`src/rtl/ifetch_pkg.sv`:
```
// ---------------------------------------------------------------------------
// ifetch_pkg
// Shared types and constants for the instruction-fetch queue.
//   ifq_state_e   : fetch controller state (FETCH / DRAIN)
//   DEF_ADDR_W    : default fetch-address width
//   DEF_DATA_W    : default instruction width
//   NOP_BIT       : replicated to build the all-zero NOP word
//   count_width() : width of an occupancy counter able to hold 0..depth
// ---------------------------------------------------------------------------
package ifetch_pkg;

  typedef enum logic [0:0] {
    FETCH = 1'b0,
    DRAIN = 1'b1
  } ifq_state_e;

  localparam int DEF_ADDR_W = 16;
  localparam int DEF_DATA_W = 16;

  // The NOP instruction is all zeros; replicate this bit to DATA_W.
  localparam logic NOP_BIT = 1'b0;

  function automatic int count_width(input int depth);
    return $clog2(depth + 1);
  endfunction

endpackage

```
`src/rtl/ifq_fifo.sv`:
```
// ---------------------------------------------------------------------------
// ifq_fifo
// Circular buffer of DEPTH entries, WIDTH bits each, for the fetch queue.
// The head entry is readable combinationally so decode sees it in the cycle
// after it was written.
// Ports:
//   pci_clk  : clock
//   pci_rst  : asynchronous active-low reset (pointers and count)
//   push     : write wr_data at the tail
//   pop      : discard the head entry (ignored when empty)
//   clear    : empty the buffer; overrides push and pop
//   wr_data  : tail write data
//   rd_data  : head entry contents (undefined when count == 0)
//   count    : occupied entries, 0..DEPTH
// DEPTH must be a power of two (pointers wrap naturally), minimum 2.
// ---------------------------------------------------------------------------
module ifq_fifo
  import ifetch_pkg::*;
#(
  parameter int WIDTH = 32,
  parameter int DEPTH = 4
) (
  input  logic                          pci_clk,
  input  logic                          pci_rst,
  input  logic                          push,
  input  logic                          pop,
  input  logic                          clear,
  input  logic [WIDTH-1:0]              wr_data,
  output logic [WIDTH-1:0]              rd_data,
  output logic [count_width(DEPTH)-1:0] count
);

  localparam int PTR_W = $clog2(DEPTH);
  localparam int CNT_W = count_width(DEPTH);

  logic [WIDTH-1:0] mem_reg [DEPTH];
  logic [PTR_W-1:0] wr_ptr_reg;
  logic [PTR_W-1:0] rd_ptr_reg;
  logic [CNT_W-1:0] count_reg;

  logic empty;
  logic full;
  logic do_push;
  logic do_pop;

  assign empty   = (count_reg == '0);
  assign full    = (count_reg == CNT_W'(DEPTH));
  assign do_pop  = pop && !empty && !clear;
  // A push into a full buffer is only legal when the head leaves in the
  // same cycle; the tail slot is then the one being vacated.
  assign do_push = push && !clear && (!full || do_pop);

  // Storage has no reset: contents are only meaningful while counted.
  always_ff @(posedge pci_clk) begin
    if (do_push) begin
      mem_reg[wr_ptr_reg] <= wr_data;
    end
  end

  always_ff @(posedge pci_clk or negedge pci_rst) begin
    if (!pci_rst) begin
      wr_ptr_reg <= '0;
      rd_ptr_reg <= '0;
      count_reg  <= '0;
    end else if (clear) begin
      wr_ptr_reg <= '0;
      rd_ptr_reg <= '0;
      count_reg  <= '0;
    end else begin
      if (do_push) begin
        wr_ptr_reg <= wr_ptr_reg + PTR_W'(1);
      end
      if (do_pop) begin
        rd_ptr_reg <= rd_ptr_reg + PTR_W'(1);
      end
      case ({do_push, do_pop})
        2'b10:   count_reg <= count_reg + CNT_W'(1);
        2'b01:   count_reg <= count_reg - CNT_W'(1);
        default: count_reg <= count_reg;
      endcase
    end
  end

  assign rd_data = mem_reg[rd_ptr_reg];
  assign count   = count_reg;

endmodule

```
`src/rtl/ifetch_queue.sv`:
```
// ---------------------------------------------------------------------------
// ifetch_queue
// Instruction-fetch unit with a DEPTH-entry prefetch queue. Keeps a fetch PC,
// reads instruction memory (RAM2) with a req/ack handshake, queues the
// fetched words with their PCs and presents the head to decode.
// Branch/interrupt redirects flush the queue; a read that is still in flight
// at the redirect is completed and its data thrown away (DRAIN state).
//
// Optional build macro:
//   IFQ_BYPASS_EN : when the queue is empty, a fresh ack is forwarded to
//                   decode in the same cycle (and not queued if consumed).
//
// Ports:
//   pci_clk        : clock
//   pci_rst        : asynchronous active-low reset
//   pci_stall      : decode not consuming; head pops when valid && !stall
//   pci_branch     : redirect to pci_new_addr
//   pci_new_addr   : branch target
//   pci_interrupt  : redirect to pci_epc (wins over pci_branch)
//   pci_epc        : interrupt/exception target
//   pci_mem_ack    : memory completed the current request this cycle
//   pci_mem_data   : instruction word, valid with pci_mem_ack
//   pco_mem_req    : read request
//   pco_mem_addr   : read address (always the fetch PC)
//   pco_ram2_oe    : RAM2 output enable, active-low
//   pco_valid      : head entry valid
//   pco_instr      : head instruction, NOP when not valid
//   pco_instr_pc   : PC of the head instruction, 0 when not valid
//   pco_count      : occupied queue entries
// ---------------------------------------------------------------------------
module ifetch_queue
  import ifetch_pkg::*;
#(
  parameter int                ADDR_W   = DEF_ADDR_W,
  parameter int                DATA_W   = DEF_DATA_W,
  parameter int                DEPTH    = 4,
  parameter logic [ADDR_W-1:0] RESET_PC = '0
) (
  input  logic                          pci_clk,
  input  logic                          pci_rst,
  input  logic                          pci_stall,
  input  logic                          pci_branch,
  input  logic [ADDR_W-1:0]             pci_new_addr,
  input  logic                          pci_interrupt,
  input  logic [ADDR_W-1:0]             pci_epc,
  input  logic                          pci_mem_ack,
  input  logic [DATA_W-1:0]             pci_mem_data,
  output logic                          pco_mem_req,
  output logic [ADDR_W-1:0]             pco_mem_addr,
  output logic                          pco_ram2_oe,
  output logic                          pco_valid,
  output logic [DATA_W-1:0]             pco_instr,
  output logic [ADDR_W-1:0]             pco_instr_pc,
  output logic [count_width(DEPTH)-1:0] pco_count
);

  localparam int CNT_W   = count_width(DEPTH);
  localparam int ENTRY_W = ADDR_W + DATA_W;

  ifq_state_e        state_reg;
  ifq_state_e        state_next;
  logic [ADDR_W-1:0] fetch_pc_reg;
  logic [ADDR_W-1:0] fetch_pc_next;
  logic [ADDR_W-1:0] target_reg;
  logic [ADDR_W-1:0] target_next;
  // Holds requests off for the first cycle after reset release so that the
  // request line is a pure function of registered state.
  logic              run_reg;

  logic              redirect;
  logic [ADDR_W-1:0] redirect_pc;
  logic              req;
  logic              accept;
  logic              bypass_hit;
  logic              push;
  logic              pop;
  logic              clear;

  logic [ENTRY_W-1:0] head_entry;
  logic [CNT_W-1:0]   fifo_count;
  logic               head_valid;
  logic [ADDR_W-1:0]  head_pc;
  logic [DATA_W-1:0]  head_instr;

  assign redirect    = pci_interrupt | pci_branch;
  assign redirect_pc = pci_interrupt ? pci_epc : pci_new_addr;

  // At most one read is ever outstanding and it is the one currently being
  // requested, so "count + outstanding < DEPTH" reduces to count < DEPTH.
  // While waiting for an ack, count can only fall, so req stays high.
  // In DRAIN the queue is already empty and the old request is held.
  assign req    = run_reg && ((state_reg == DRAIN) || (fifo_count < CNT_W'(DEPTH)));
  assign accept = req && pci_mem_ack;

  assign head_valid = (fifo_count != '0);
  assign head_pc    = head_entry[ENTRY_W-1:DATA_W];
  assign head_instr = head_entry[DATA_W-1:0];

`ifdef IFQ_BYPASS_EN
  assign bypass_hit = (state_reg == FETCH) && accept && !redirect && !head_valid;
`else
  assign bypass_hit = 1'b0;
`endif

  // Redirect makes any same-cycle pop irrelevant: the clear wins anyway.
  assign pop = head_valid && !pci_stall && !redirect;

  // -------------------------------------------------------------------------
  // Controller: next-state, fetch PC and queue control
  // -------------------------------------------------------------------------
  always_comb begin
    state_next    = state_reg;
    fetch_pc_next = fetch_pc_reg;
    target_next   = target_reg;
    push          = 1'b0;
    clear         = 1'b0;

    case (state_reg)
      FETCH: begin
        if (redirect) begin
          clear = 1'b1;
          if (req && !pci_mem_ack) begin
            // The read cannot be withdrawn: keep it on the old address and
            // remember where to go once it completes.
            state_next  = DRAIN;
            target_next = redirect_pc;
          end else begin
            // No read pending, or it completed now and is discarded.
            fetch_pc_next = redirect_pc;
          end
        end else if (accept) begin
          fetch_pc_next = fetch_pc_reg + ADDR_W'(1);
          // A bypassed word that decode takes right away is not queued.
          push = !(bypass_hit && !pci_stall);
        end
      end

      DRAIN: begin
        if (redirect) begin
          clear       = 1'b1;
          target_next = redirect_pc;
        end
        if (accept) begin
          state_next    = FETCH;
          fetch_pc_next = redirect ? redirect_pc : target_reg;
        end
      end

      default: begin
        state_next = FETCH;
      end
    endcase
  end

  always_ff @(posedge pci_clk or negedge pci_rst) begin
    if (!pci_rst) begin
      state_reg    <= FETCH;
      fetch_pc_reg <= RESET_PC;
      target_reg   <= RESET_PC;
      run_reg      <= 1'b0;
    end else begin
      state_reg    <= state_next;
      fetch_pc_reg <= fetch_pc_next;
      target_reg   <= target_next;
      run_reg      <= 1'b1;
    end
  end

  // -------------------------------------------------------------------------
  // Prefetch queue: each entry is {pc, instruction}
  // -------------------------------------------------------------------------
  ifq_fifo #(
    .WIDTH (ENTRY_W),
    .DEPTH (DEPTH)
  ) u_fifo (
    .pci_clk (pci_clk),
    .pci_rst (pci_rst),
    .push    (push),
    .pop     (pop),
    .clear   (clear),
    .wr_data ({fetch_pc_reg, pci_mem_data}),
    .rd_data (head_entry),
    .count   (fifo_count)
  );

  // -------------------------------------------------------------------------
  // Outputs
  // -------------------------------------------------------------------------
  assign pco_mem_req  = req;
  assign pco_mem_addr = fetch_pc_reg;
  assign pco_ram2_oe  = ~req;
  assign pco_count    = fifo_count;

  always_comb begin
    pco_valid    = 1'b0;
    pco_instr    = {DATA_W{NOP_BIT}};
    pco_instr_pc = '0;
    if (bypass_hit) begin
      pco_valid    = 1'b1;
      pco_instr    = pci_mem_data;
      pco_instr_pc = fetch_pc_reg;
    end else if (head_valid) begin
      pco_valid    = 1'b1;
      pco_instr    = head_instr;
      pco_instr_pc = head_pc;
    end
  end

endmodule
```
`config.mk`:
```
export PLATFORM = sky130hd
export DESIGN_NAME = ifetch_queue
export DESIGN_NICKNAME = d
export VERILOG_FILES = /design/src/rtl/ifetch_pkg.sv /design/src/rtl/ifq_fifo.sv /design/src/rtl/ifetch_queue.sv
export SDC_FILE = /design/constraint.sdc
export NUM_CORES = 1
export LEC_CHECK = 0
export ABC_AREA = 1
export CAP_MARGIN = 20
export CORE_ASPECT_RATIO = 0.8
export CORE_MARGIN = 4
export CORE_UTILIZATION = 50
export DETAILED_ROUTE_END_ITERATION = 10
export HOLD_SLACK_MARGIN = 0.08
export PLACE_DENSITY = 0.77
export SYNTH_ARGS = -nofsm -noshare
export SYNTH_HDL_FRONTEND = slang
export SYNTH_SLANG_ARGS = --single-unit
```
`constraint.sdc`:
```
create_clock -name pci_clk -period 2.7 [get_ports pci_clk]
set_input_delay 0.405 -clock pci_clk [delete_from_list [all_inputs] [get_ports pci_clk]]
set_output_delay 0.405 -clock pci_clk [all_outputs]
set_load 0.005 [all_outputs]
```
==> results of run 1 <==
-- through the flow --
stage	cell area (um^2)	cells	setup WS (ns)
3_5_place_dp	9250	1120	0.243
2_1_floorplan	7810	819	-0.233
3_3_place_gp	9250	1120	0.258
6_report	9850	1156	0.0979
5_1_grt	9850	1156	-0.0125
4_1_cts	9800	1152	0.00442
-- layout by cell type (no fill, tap or decap), drive strengths merged, types with 4 or more instances in the layout --
master	count
a21boi	8
a21oi	74
buf	31
clkbuf	20
clkdlybuf4s50	106
clkinv	6
clkinvlp	5
dfrtp	41
edfxtp	128
ha	5
inv	32
nand2	184
nand3	13
nand4	5
nor2	175
o21ai	94
o22a	4
-- power groups by stage --
stage	clock [mW]	sequential (mW)	combinational, mW
2_1_floorplan	0	3.23	0.561
3_3_place_gp	0	3.29	1.06
3_5_place_dp	0	3.29	1.08
4_1_cts	2.26	3.24	1.10
5_1_grt	2.39	3.27	1.22
6_report	2.23	3.24	1.09
-- layer usage --
layer,global-route usage (%),vias to the layer above,part of all wire [%]
li1,-,3000,-
met1,29.7,2869,46
met2,32.0,210,47
met3,4.27,14,6.6
met4,5.65,0,0.89
met5,0,-,0
-- logic make-up (layout without fill, tap and decap cells) --
| logic type | after synthesis | count (layout) |
|---|---|---|
| simple gates | 380 | 380 |
| compound gates | 186 | 186 |
| flops | 169 | 169 |
| buf+inv | 75 | 202 |
| fa+ha+maj | 6 | 6 |
| xor+xnor | 2 | 2 |
| other cells | 1 | 1 |
-- critical path, delay by kind of cell, from the launching register on --
| kind | cells | cell delay [ns] |
|---|---|---|
| buf+inv | 3 | 0.94 |
| flops | 1 | 0.39 |
| simple gates | 1 | 0.17 |
| compound gates | 2 | 0.28 |
-- what timing repair did --
item                                    CTS  global route
hold buffers                              1             0
setup buffers                             0             4
endpoints found under the setup margin    3            16
endpoints found under the hold margin    27             0
gates resized for setup                   1             7
-- worst max path at each step --
stage	start	end	slack, ns	cells past startpoint
after CTS	u_fifo.rd_ptr_reg[1]	pco_instr[13]	0.004	6
after detailed placement	pci_mem_ack	u_fifo.mem_reg[1][1]	0.24	8
after global routing	u_fifo.rd_ptr_reg[1]	pco_instr[13]	-0.01	6
after floorplan	u_fifo.count[2]	u_fifo.mem_reg[0][0]	-0.23	7
final	u_fifo.rd_ptr_reg[1]	pco_instr[13]	0.1	6
after global placement	pci_mem_ack	u_fifo.mem_reg[1][1]	0.26	8
-- cell type report --
| cell class | instances | area, um^2 | share of cell area, % |
|---|---|---|---|
| clock inverters | 11 | 100 | 1.02 |
| clock buffers | 20 | 437 | 4.44 |
| flip-flops and latches | 169 | 4870 | 49.5 |
| repair buffers | 138 | 1390 | 14.1 |
| inverters | 33 | 134 | 1.36 |
| multi-input cells | 575 | 2650 | 27.0 |
| well taps | 210 | 263 | 2.67 |
==> run summary, run 1 <==
The flow ran to the end, and the final reports show no timing, DRC or antenna violations. The die height came out at 120 um. In the routed layout, each cell is associated on average with a via count of 5.27. In this run the worst hold path is classified as reg -> reg. The wire length of the first global-routing pass came out at 29,000 um. The clock-pin slew on the worst setup and hold paths came out at 0.06 ns. Measured against its own limit, the worst slew margin works out to 54.6%. The Yosys step of the flow raised 0 warnings. The net load switching power is 1.77 mW.

Clock tree synthesis found a total of 169 sinks. The floorplan has 40 rows. The post-synthesis cell type count came out at 38.

The DRC violation total after the first TritonRoute iteration is 548. The kind of end point of the critical path is an output port. Buffers placed on the I/O ports in this run total 107. Dividing total power by cell area gives a power density of 667 mW/mm^2. The critical setup path kind is reg -> out. Entering global routing, the biggest net connects 47 pins.

Across the run, the number of max-cap violations was 0. The worst endpoint data arrival time came out at 2.20 ns. The end of the worst register-to-register path is u_fifo.count[2]. The leftover overflow at the end of global routing came out at 0. The length of the first detailed-routing pass in iterations is 6. The required arrival time at the worst endpoint came out at 2.30 ns. After Yosys synthesis, and, or, nand and nor cells account for 19.1% of the synthesized area. The start point of the worst min-delay path is target_reg[13]. The final RePlAce weighted congestion is 0.818.

Measured along the x axis, the die boundary spans 148 um. The sequential fraction of design power came out at 49.3%. Across all hold checks on the routed design, the worst slack comes to 0.511 ns.

The master of the slowest instance on the critical path is sky130_fd_sc_hd__clkdlybuf4s50_1. The final number of hold-violating endpoints is 0. In the final layout, the share of cells above drive strength 1 is 8.56%. The total leakage power came out at 3.77 nW. Summed over all instances, the cell type with the most area after synthesis is sky130_fd_sc_hd__edfxtp_1.

Cell internal power was estimated by the tool at 4.80 mW. The most numerous cell in the Yosys netlist is sky130_fd_sc_hd__nand2_1. The number of global-route vias before repair came out at 5,644.

The share of synthesized area spent on multiplexers came out at 0%. The number of cells on the worst hold path came out at 1. The internal reg-to-reg setup slack came out at 0.53 ns.

The wire length per cell after detailed routing came out at 15.6 um. The proportion of power drawn by combinational gates came out at 16.7%. The net switching fraction of the power is 26.9%. The total track usage came out at 20.6%. The synthesis-to-finish area growth came out at 26.1%. By count the netlist is led by sky130_fd_sc_hd__nand2_1 (181), sky130_fd_sc_hd__nor2_1 (174), sky130_fd_sc_hd__edfxtp_1 (128), sky130_fd_sc_hd__o21ai_0 (92), sky130_fd_sc_hd__a21oi_1 (74).

By area, the combinational part of the netlist is dominated by simple AND/OR/NAND/NOR gates. TritonCTS built the clock tree. The synthesized area divided by synthesized cell count came out at 9.53 um^2.

The clock buffer count from CTS is 17. The number of nets with antenna violations after detailed routing came out at 0. The number of antenna violations at the first check in global routing came out at 0.

The boundary pin count is 108. The fraction of the core area covered by cells at the end of the flow came out at 64.9%. Counting the fill cells in the layout gives 1,149.

The startpoint identified for the worst register-to-register timing path is u_fifo.count[2]. The cell area that synthesis handed to floorplanning was 0.00781 mm^2. For hold timing, the worst endpoint is target_reg[13]. The count of vias placed by the detailed router came out at 6,093.

The number of enable-type register cells in the synthesized netlist is 128. Yosys attributes the largest share of cell area to sky130_fd_sc_hd__edfxtp_1 (49%), sky130_fd_sc_hd__dfrtp_1 (13%), sky130_fd_sc_hd__nand2_1 (8.7%). The source-to-sink clock delay at the later pin of the worst-skew pair is 0.42 ns. The final wirelength came out at 18,100 um.

The synthesized design contains 169 register bits. STA classifies the critical path startpoint as a flop. The floorplan die area is 0.0177 mm^2. The H-tree generated during clock tree synthesis spans 4 levels. The final critical path takes up 96.4% of the cycle. Power comes to 6.57 mW.

The post-synthesis share of cell area spent on xor and xnor gates is 0.224%. The net count after synthesis came out at 879. The remaining design rule violation count is 0. Static timing analysis puts the maximum clock frequency at 0.384 GHz. After the last flow step, the layout net total stands at 994. Setup violations remaining at the end of the flow were counted as 0. The portion of total power attributed to the clock network came out at 34.0%. For this run, the slowest stage of the critical path takes 0.53 ns. The complex-gate fraction of the synthesized area is 13.0%. The sum of negative setup slack is 0 ns.

The antenna cell count came out at 0. For the pin with the worst max-slew slack, the measured transition is 0.681 ns. The clock period minus worst slack came out at 2.60 ns.

After synthesis, flip-flops and latches occupy 62.4% of the total area. The number of pins exceeding their max-slew limit in the final report is 0. The starting density of the core came out at 51.5%.

The largest vdd supply drop came out at 0.000497 V. The register with the most flip-flops in the layout has 128 of them. The clock passes through at most 2 buffers. The number of instances in the synthesized netlist is 819. For this run, asynchronously set or reset flops after synthesis account for 24.3%. In the synthesized netlist the dominant register cell turns out to be sky130_fd_sc_hd__edfxtp_1.

The number of cell instances on the worst register-to-register path came out at 10. After legalization and detailed placement, the total HPWL measured 11,600 um. The synthesized netlist devotes 1.06% of its cell area to adder and majority cells. The top cell type by area accounts for 49.2% of the synthesized area. The highest net fanout along the worst path is 18. Traced cell by cell, the critical path runs through clkinvlp_4 -> buf_6 -> nor2_1 -> o21ai_0 -> a21oi_1 -> clkdlybuf4s50_1.

The total core area is 0.0152 mm^2. The cell sitting at the root of the clock tree is a sky130_fd_sc_hd__clkbuf_16. For the final database, setup skew stands at 0.00995 ns.
Note: power is estimated with default switching activity, not from simulation.
==> inputs of run 2 (changes only) <==
--- a/config.mk
+++ b/config.mk
@@ -9,10 +9,11 @@
 export CAP_MARGIN = 20
 export CORE_ASPECT_RATIO = 0.8
 export CORE_MARGIN = 4
-export CORE_UTILIZATION = 50
+export CORE_UTILIZATION = 57
 export DETAILED_ROUTE_END_ITERATION = 10
+export DONT_BUFFER_PORTS = 1
 export HOLD_SLACK_MARGIN = 0.08
-export PLACE_DENSITY = 0.77
+export PLACE_DENSITY = 0.75
 export SYNTH_ARGS = -nofsm -noshare
 export SYNTH_HDL_FRONTEND = slang
 export SYNTH_SLANG_ARGS = --single-unit
==> run summary, run 2 (synthesis gave the netlist of run 1 again) <==
The flow ran to the end, and the final reports show no timing, DRC or antenna violations. The final number of hold-violating endpoints came out at 0. The floorplan die area is 0.0156 mm^2.

The total leakage power is 3.43 nW. The area of all placed cells without fillers is 0.00890 mm^2. The cell chosen for the clock root is sky130_fd_sc_hd__clkbuf_16.

Leaving out fill and tap cells, the most frequent cells in the layout are sky130_fd_sc_hd__nand2_1 (181), sky130_fd_sc_hd__nor2_1 (170), sky130_fd_sc_hd__edfxtp_1 (128). The pre-CTS worst setup slack is 0.468 ns. The fill cell total of the finished layout is 979. The final critical-path setup slack is 0.176 ns. The final RePlAce weighted congestion came out at 0.815. The post-route clock skew is 0.0180 ns. The initialized floorplan defines 37 standard-cell rows. The H-tree depth came out at 4. The count of vias placed by the detailed router came out at 5,719. The clock buffer count from CTS came out at 17.

The source-to-sink clock delay at the later pin of the worst-skew pair came out at 0.44 ns. Dividing the detail-routed via count by the number of cells gives 5.62. The core region is 0.0131 mm^2. The leftover overflow at the end of global routing came out at 0.

Setup repair after global routing left no endpoint under its margin. The DRC violation total after the first TritonRoute iteration is 492. The worst-case hold slack came out at 0.293 ns. The largest vdd supply drop came out at 0.000490 V.

Cells with a size suffix above 1 make up 8.07% of the layout. Traced cell by cell, the critical path runs through clkinv_1 -> buf_4 -> nor2_1 -> o21ai_0 -> a21oi_1. The cell count after placement came out at 968.

The number of pins exceeding their max-slew limit in the final report is 0. Counting every sink on the clock net gives 169. The worst slew slack as a fraction of its limit came out at 53.1%. STA classifies the critical path endpoint as an output port. On the worst path, the slowest cell contributes a delay of 0.50 ns. After clock tree synthesis, the clock-pin slew on the worst setup and hold paths is 0.06 ns. 0 antenna diodes ended up in the layout.

The remaining design rule violation count is 0. The pin count of the biggest net entering global routing is 68. Derived from the worst setup path, the maximum achievable clock frequency is 0.396 GHz.

The sum of negative setup slack came out at 0 ns. After detailed placement, the total cell area comes to 0.00804 mm^2. The half-perimeter wire length after placement is 10,800 um. Port buffering added 0 buffers. The clock tree from TritonCTS is done.

The starting density of the core is 59.4%. For this design, the slowest cell found on the critical path is sky130_fd_sc_hd__clkinv_1. The final setup violation count is 0.

The total track usage came out at 22.7%. The number of antenna violations at the first check in global routing came out at 0. In this run the remaining antenna-violating nets after routing total 0.

The critical setup path kind is reg -> out. The detailed router put a total of 7490 um of wire on met1. For the finished layout, the period the worst path requires is 2.52 ns. The number of buffers and inverters on the critical path is 2.

The post-CTS setup repair buffer count came out at 0. The die height came out at 113 um. In this run the power density over the cells is 758 mW/mm^2. The width of the chip is 139 um. The flip-flop count of the largest register, all copies and words added is 128. The number of global-route vias before repair came out at 5,522. The worst setup path is launched from a flop. The required arrival time at the worst endpoint is 2.30 ns. The maximum root-to-sink buffer count is 2.

The tightest min-delay check is of the in -> reg type. The synthesis-to-finish area growth came out at 14.0%. The internal reg-to-reg setup slack is 0.52 ns. The fraction of the core area covered by cells at the end of the flow came out at 67.7%. The ratio of final minimum period to clock period is 93.5%. After detailed routing, the met3 layer carries 1270 um of wire.

In this design, the largest share of critical-path delay is due to buffers and inverters. After detailed routing, the average wire length per cell comes to 17.0 um. The filler-free cell count of the finished design is 1,018. Of all nets on the critical path, the largest fanout is 20. 108 I/O pins were placed. The final wirelength is 17,300 um.

The number of nets in the finished design came out at 890. The wire length of the first global-routing pass is 28,000 um. The highest metal layer carrying signal wires in the routed design is met4. The most common library cell in the layout ignoring fill and taps is sky130_fd_sc_hd__nand2_1. The transition time of the tightest slew-check pin came out at 0.703 ns. The total power of the final layout came out at 6.74 mW. At the worst endpoint, the arrival time is 2.12 ns. The length of the first detailed-routing pass in iterations came out at 5. The total of max-cap violations is 0. The met2 routed wirelength came out at 8230 um.
run 2: changes by cell type in the layout (fill, tap and decap cells not counted), sizes merged:
| cell | previous run | this run |
|---|---|---|
| clkinvlp | 5 | 2 |
| clkbuf | 20 | 18 |
| clkinv | 6 | 2 |
| dlygate4sd3 | 1 | 17 |
| clkdlybuf4s50 | 106 | 0 |
| bufinv | 1 | 5 |
| buf | 31 | 17 |
| inv | 32 | 38 |
run 2: area by class of cell:
class	count	area, um^2	share of cell area, %
clock inverter	14	231	2.60
tap	175	219	2.46
sequential	169	4870	54.8
multi-input combinational	575	2650	29.7
timing repair buffer	34	360	4.05
clock buffer	18	439	4.94
inverter	33	129	1.45
run 2: path summary, 6_finish.rpt:
path | start | end | depth (start not counted)
max in group asynchronous | pci_rst | u_fifo.rd_ptr_reg[0] | 2
min in group asynchronous | pci_rst | target_reg[14] | 2
worst max register to register | u_fifo.count[2] | u_fifo.count[2] | 10
worst min register to register | target_reg[13] | target_reg[13] | 1
worst min-delay path | pci_stall | u_fifo.rd_ptr_reg[1] | 3
worst max-delay path | u_fifo.rd_ptr_reg[1] | pco_instr_pc[0] | 5
run 2: worst register-to-register path, delay by kind of cell (launching register included):
kind | cells | cell delay (ns)
adder cells (fa/ha/maj) | 1 | 0.38
flip-flops | 1 | 0.49
AO/OA/AOI/OAI | 2 | 0.18
AND/OR/NAND/NOR | 3 | 0.49
buffers and inverters | 2 | 0.21
XOR/XNOR | 2 | 0.33
run 2: metal layers:
metal / up-vias / track usage [%]
met5: - / 0
met2: 226 / 36.2
li1: 2789 / -
met1: 2674 / 30.2
met4: 0 / 7.95
met3: 30 / 6.30
run 2: timing repair:
item | in CTS | in global routing
hold endpoints to repair | 105 | 0
hold buffers | 18 | 0
gates resized for setup | 0 | 0
run 2: report_power, final:
part,leakage (nW),switching (mW),internal (mW)
clock network,0.322,1.02,1.69
logic,1.46,0.490,0.258
registers,1.65,0.262,3.02
